===== src/rtl/data_memory_streamer_pkg.sv =====
// Shared definitions for the data memory burst initiator: memory command
// encodings, default geometry and the controller state type.
package data_memory_streamer_pkg;

  localparam int DEF_ADDR_LENGTH = 11;
  localparam int DEF_DATA_LENGTH = 16;

  localparam logic [1:0] WRRD_IDLE  = 2'b00;
  localparam logic [1:0] WRRD_READ  = 2'b01;
  localparam logic [1:0] WRRD_WRITE = 2'b10;

  typedef enum logic [2:0] {
    S_IDLE     = 3'd0,
    S_RD_ISSUE = 3'd1,
    S_RD_SEND  = 3'd2,
    S_WR_WAIT  = 3'd3,
    S_WR_ISSUE = 3'd4,
    S_DONE     = 3'd5
  } state_t;

endpackage


===== src/rtl/data_memory_streamer.sv =====
// Burst initiator for the data memory port: DUMP streams memory words out,
// LOAD writes an incoming stream into consecutive memory addresses.
module data_memory_streamer
  import data_memory_streamer_pkg::*;
#(
  parameter int ADDR_LENGTH = DEF_ADDR_LENGTH,
  parameter int DATA_LENGTH = DEF_DATA_LENGTH,
  parameter int CNT_LENGTH  = ADDR_LENGTH + 1
) (
  input  logic                   clk,
  input  logic                   rst,
  input  logic                   start,
  input  logic                   mode,
  input  logic [ADDR_LENGTH-1:0] base_addr,
  input  logic [CNT_LENGTH-1:0]  count,
  output logic                   busy,
  output logic                   done,
  output logic [1:0]             mem_wrrd,
  output logic [ADDR_LENGTH-1:0] mem_addr,
  output logic [DATA_LENGTH-1:0] mem_wdata,
  input  logic [DATA_LENGTH-1:0] mem_rdata,
  output logic [DATA_LENGTH-1:0] out_data,
  output logic                   out_valid,
  input  logic                   out_ready,
  input  logic [DATA_LENGTH-1:0] in_data,
  input  logic                   in_valid,
  output logic                   in_ready
);

  localparam logic [ADDR_LENGTH-1:0] ADDR_ONE  = {{(ADDR_LENGTH-1){1'b0}}, 1'b1};
  localparam logic [ADDR_LENGTH-1:0] ADDR_ZERO = {ADDR_LENGTH{1'b0}};
  localparam logic [CNT_LENGTH-1:0]  CNT_ONE   = {{(CNT_LENGTH-1){1'b0}}, 1'b1};
  localparam logic [CNT_LENGTH-1:0]  CNT_ZERO  = {CNT_LENGTH{1'b0}};
  localparam logic [DATA_LENGTH-1:0] DATA_ZERO = {DATA_LENGTH{1'b0}};

  state_t                 state;
  state_t                 next_state;
  logic [ADDR_LENGTH-1:0] cur_addr;
  logic [ADDR_LENGTH-1:0] addr_next;
  logic [CNT_LENGTH-1:0]  remaining;
  logic                   last_word;
  logic                   count_zero;

  // Address wraps naturally at 2^ADDR_LENGTH; remaining is only decremented while >= 1.
  assign addr_next  = cur_addr + ADDR_ONE;
  assign last_word  = (remaining == CNT_ONE);
  assign count_zero = (count == CNT_ZERO);

  // Next-state selection for the burst controller
  always_comb begin
    next_state = state;
    case (state)
      S_IDLE: begin
        if (start) begin
          if (count_zero) begin
            next_state = S_DONE;
          end else if (mode) begin
            next_state = S_WR_WAIT;
          end else begin
            next_state = S_RD_ISSUE;
          end
        end else begin
          next_state = S_IDLE;
        end
      end
      S_RD_ISSUE: next_state = S_RD_SEND;
      S_RD_SEND: begin
        if (out_ready) begin
          next_state = last_word ? S_DONE : S_RD_ISSUE;
        end else begin
          next_state = S_RD_SEND;
        end
      end
      S_WR_WAIT: begin
        if (in_valid) begin
          next_state = S_WR_ISSUE;
        end else begin
          next_state = S_WR_WAIT;
        end
      end
      S_WR_ISSUE: next_state = last_word ? S_DONE : S_WR_WAIT;
      S_DONE:     next_state = S_IDLE;
      default:    next_state = S_IDLE;
    endcase
  end

  // State register and registered outputs; memory commands are set up one
  // cycle ahead so mem_wrrd is valid for exactly the issue-state cycle.
  always_ff @(posedge clk) begin
    if (rst) begin
      state     <= S_IDLE;
      busy      <= 1'b0;
      done      <= 1'b0;
      mem_wrrd  <= WRRD_IDLE;
      mem_addr  <= ADDR_ZERO;
      mem_wdata <= DATA_ZERO;
      out_data  <= DATA_ZERO;
      out_valid <= 1'b0;
      in_ready  <= 1'b0;
      cur_addr  <= ADDR_ZERO;
      remaining <= CNT_ZERO;
    end else begin
      state    <= next_state;
      mem_wrrd <= WRRD_IDLE;
      done     <= 1'b0;
      case (state)
        S_IDLE: begin
          if (start) begin
            busy      <= 1'b1;
            cur_addr  <= base_addr;
            remaining <= count;
            if (count_zero) begin
              done <= 1'b1;
            end else if (mode) begin
              in_ready <= 1'b1;
            end else begin
              mem_wrrd <= WRRD_READ;
              mem_addr <= base_addr;
            end
          end
        end
        S_RD_ISSUE: begin
          out_data  <= mem_rdata;
          out_valid <= 1'b1;
        end
        S_RD_SEND: begin
          if (out_ready) begin
            out_valid <= 1'b0;
            remaining <= remaining - CNT_ONE;
            cur_addr  <= addr_next;
            if (last_word) begin
              done <= 1'b1;
            end else begin
              mem_wrrd <= WRRD_READ;
              mem_addr <= addr_next;
            end
          end
        end
        S_WR_WAIT: begin
          if (in_valid) begin
            mem_wdata <= in_data;
            in_ready  <= 1'b0;
            mem_wrrd  <= WRRD_WRITE;
            mem_addr  <= cur_addr;
          end
        end
        S_WR_ISSUE: begin
          remaining <= remaining - CNT_ONE;
          cur_addr  <= addr_next;
          if (last_word) begin
            done <= 1'b1;
          end else begin
            in_ready <= 1'b1;
          end
        end
        S_DONE: begin
          busy <= 1'b0;
        end
        default: begin
          busy      <= 1'b0;
          out_valid <= 1'b0;
          in_ready  <= 1'b0;
        end
      endcase
    end
  end

endmodule


===== config.mk =====
export PLATFORM = sky130hd
export DESIGN_NAME = data_memory_streamer
export DESIGN_NICKNAME = d
export VERILOG_FILES = /design/src/rtl/data_memory_streamer_pkg.sv /design/src/rtl/data_memory_streamer.sv
export SDC_FILE = /design/constraint.sdc
export NUM_CORES = 1
export LEC_CHECK = 0
export ABC_AREA = 1
export CORE_ASPECT_RATIO = 1.75
export CORE_MARGIN = 8
export CORE_UTILIZATION = 50
export DETAILED_ROUTE_END_ITERATION = 6
export DONT_BUFFER_PORTS = 1
export PLACE_DENSITY = 0.69
export SLEW_MARGIN = 20
export SYNTH_ARGS = -nofsm -noshare
export SYNTH_HDL_FRONTEND = slang
export SYNTH_SLANG_ARGS = --single-unit

===== constraint.sdc =====
create_clock -name clk -period 2.7 [get_ports clk]
set_input_delay 0.27 -clock clk [delete_from_list [all_inputs] [get_ports clk]]
set_output_delay 0.27 -clock clk [all_outputs]
set_load 0.01 [all_outputs]

==> results.json <==
{
  "outcome": "complete, no violations",
  "grt_antenna_before_repair": 0,
  "antenna_cells_inserted": 0,
  "remaining_drcs": 0,
  "route.vias.total": 3732,
  "crit_path_start_kind": "flop",
  "grt_first_pass_wirelength_um": 17200,
  "worstPathMaxFanout": 29,
  "avgViaCountPerCell": 5.45,
  "netlist-cell-type-count": 29,
  "cell_at_the_root_of_the_clock_tree": "clkbuf_16",
  "timing.max_cap.violations": 0,
  "rows": 42,
  "crit_path_end_kind": "flop",
  "area_growth_syn_to_layout_pct": 8.31,
  "r2r.worst_path.cells": 8,
  "max_freq_ghz": 0.494,
  "worst_ep_required_time_ps": 2960,
  "postSynthAreaPerCell_um2": 6.42,
  "setup-violations-final": 0,
  "final.period_utilization_pct": 75.0,
  "netlist_instances": 600,
  "die_width_um": 82.4,
  "worst_hold_path_type": "in -> reg",
  "full_die_area_um2": 10900,
  "measured_slew_at_the_worst_slew_check_pin_ps": 941,
  "syn-num-nets": 664,
  "placed_cells_incl_taps": 668,
  "cellLeakagePower_nw": 1.90,
  "first_global_vias": 3569,
  "cts_tree": "built",
  "synth-xor-area-share_pct": 0.909,
  "drive_above_1_share_pct": 6.70,
  "maximum_ir_drop_on_the_vdd_rail_v": 0.000449,
  "timing.slew.headroom_pct": 37.1,
  "avgRoutedWirePerCell_um": 15.6,
  "fin_tns_setup_ps": 0,
  "yosys-mux-area-fraction_pct": 0,
  "post_route_minimum_period_ps": 2030,
  "worst_hold_path.num_cells": 2,
  "n_fill_cell": 737,
  "clock_sink_count": 75,
  "ys_ff_latch": 75,
  "ant_nets": 0,
  "finalMaxSlewViolations": 0,
  "globalRouteOverflowTotal": 0,
  "core_area_um2": 7510,
  "drt-total-wl_um": 10700,
  "die_h_um": 132,
  "arrival_ps": 2290,
  "mostFrequentLayoutCell": "nand2_1",
  "pin_count_of_the_biggest_net_entering_global_routing": 32,
  "yosys.area_share.simple_pct": 36.7,
  "dp_hpwl_um": 7790,
  "globalplace.congestion": 0.839,
  "finish.net_count": 658,
  "synth_compound_gate_area_share_pct": 14.3,
  "layout.cells.most_common_list": "nand2_1, nor2_1, dfxtp_1, o21ai_0, inv_1",
  "fin_skew_ps": 4.86,
  "grtUsageTotal_pct": 20.1,
  "unrepaired_setup_endpoints_after_global_routing": "false",
  "postLayoutSetupSlackWorst_ps": 675,
  "synth_top_family_by_area": "simple AND/OR/NAND/NOR gates",
  "share_of_synthesized_cell_area_in_full_adder_half_adder_and_majority_cells_pct": 0.974,
  "worst_skew_pair.late_latency_ps": 330,
  "synthesis.yosys.warnings": 0,
  "cts_made_buffers": 9,
  "dr.first_iter.drc_count": 243,
  "cts_setup_buffers": 0,
  "cts_htree_levels": 3,
  "post_layout_cell_count": 685,
  "hold_viol": 0,
  "starting_density_of_the_core_pct": 51.3,
  "cts-root-to-sink-buffers": 2,
  "syn-cell-area_um2": 3850,
  "power_density_nw_per_um2": 766,
  "clkSlewWorstSetupHoldPaths_ps": 60,
  "synth-seq-area-share_pct": 39.0,
  "drt_first_pass_iters": 4,
  "port_buffers": 0,
  "pin_count": 110,
  "preCtsSetupSlack_ps": 700,
  "ff2ff_setup_slack_ps": 670,
  "crit_type": "reg -> reg"
}
-- state kept, by name, summed over array words and instances, names as in the netlist --
register,cells
in_ready,1
busy,1
mem_addr,11
mem_wdata,16
mem_wrrd,2
done,1
out_data,16
cur_addr,11
state,3
out_valid,1
remaining,12
-- per-layer routing --
layer	global-route usage, %	wire length [um]	vias up
li1	-	-	1910
met1	20.6	3910	1671
met2	34.4	5550	129
met3	7.10	887	22
met4	9.33	321	0
met5	0	0	-
-- area by class of cell --
cell class                      instances  area (um^2)  share of cell area [%]
Multi-Input combinational cell        448         2040                    48.8
Sequential cell                        75         1500                    36.0
Clock buffer                            9          225                    5.40
Inverter                               51          191                    4.59
Tap cell                               88          110                    2.64
Timing Repair Buffer                    9         75.1                    1.80
Clock inverter                          5         32.5                   0.779
-- power by group --
part	leakage [nW]	total [mW]	switching [mW]	internal, mW
logic	1.16	0.726	0.485	0.241
clock network	0.119	1.05	0.445	0.607
registers	0.615	1.42	0.170	1.25
-- synth_stat cells --
library cell  instances  share of area, %
buf_1                 1             0.097
xor2_1                3              0.68
o21ai_1               3              0.39
nand3_2               6               1.6
nor2_1              130                13
nor2_2                3              0.49
nor3_1                1              0.13
buf_4                 4              0.78
ha_1                  3              0.97
inv_1                46               4.5
or2_2                 2              0.32
a21oi_1              38               4.9
inv_2                 5              0.49
nand3_1              31               4.0
nand2_1             141                14
nor2_4                3              0.88
buf_2                 8               1.0
nand4_1              10               1.6
o21ai_0              59               7.7
o221ai_1              1              0.23
xnor2_1               1              0.23
dfxtp_1              75                39
nand2_2               1              0.16
clkbuf_1             13               1.3
and3_1                1              0.16
o211ai_1              2              0.39
a22oi_1               1              0.19
a31oi_1               3              0.49
nand3b_1              5              0.97
-- cell families (layout without fill, tap and decap cells) --
| logic type | after synthesis | after routing |
|---|---|---|
| adder cells (fa/ha/maj) | 3 | 3 |
| flip-flops | 75 | 75 |
| AND/OR/NAND/NOR | 334 | 334 |
| buffers and inverters | 77 | 74 |
| XOR/XNOR | 4 | 4 |
| AO/OA/AOI/OAI | 107 | 107 |
-- per-stage QoR --
step	utilization [%]	hold WS (ps)	instance area [um^2]	total power [mW]
after floorplan	-	405	3850	1.99
after global placement	51.7	344	3890	2.13
after detailed placement	51.7	344	3890	2.15
after CTS	55.5	65.0	4170	3.22
after global routing	55.5	61.5	4170	3.40
final	55.5	68.8	4170	3.20
-- repair_timing --
item                      CTS  global route
gates resized for setup     0             0
hold buffers                3             0
hold endpoints to repair   14             0
-- worst max-delay path: stages, from the launching register on --
cell and delay (ps):
dfxtp_1 410, inv_2 180, nand3_1 320, nand2_1 210, buf_4 320, nand3_1 150
o21ai_1 140, nand2_1 60, a21oi_1 140
-- path summary, 6_finish.rpt --
check | from | to
max reg2reg | state[2]$_SDFF_PP0_ | remaining[6]$_SDFFE_PP0P_
max | state[2]$_SDFF_PP0_ | remaining[6]$_SDFFE_PP0P_
min | mem_rdata[0] | out_data[0]$_SDFFE_PP0P_
min reg2reg | remaining[5]$_SDFFE_PP0P_ | remaining[5]$_SDFFE_PP0P_
No activity file was read; power rests on OpenSTA's default activity.
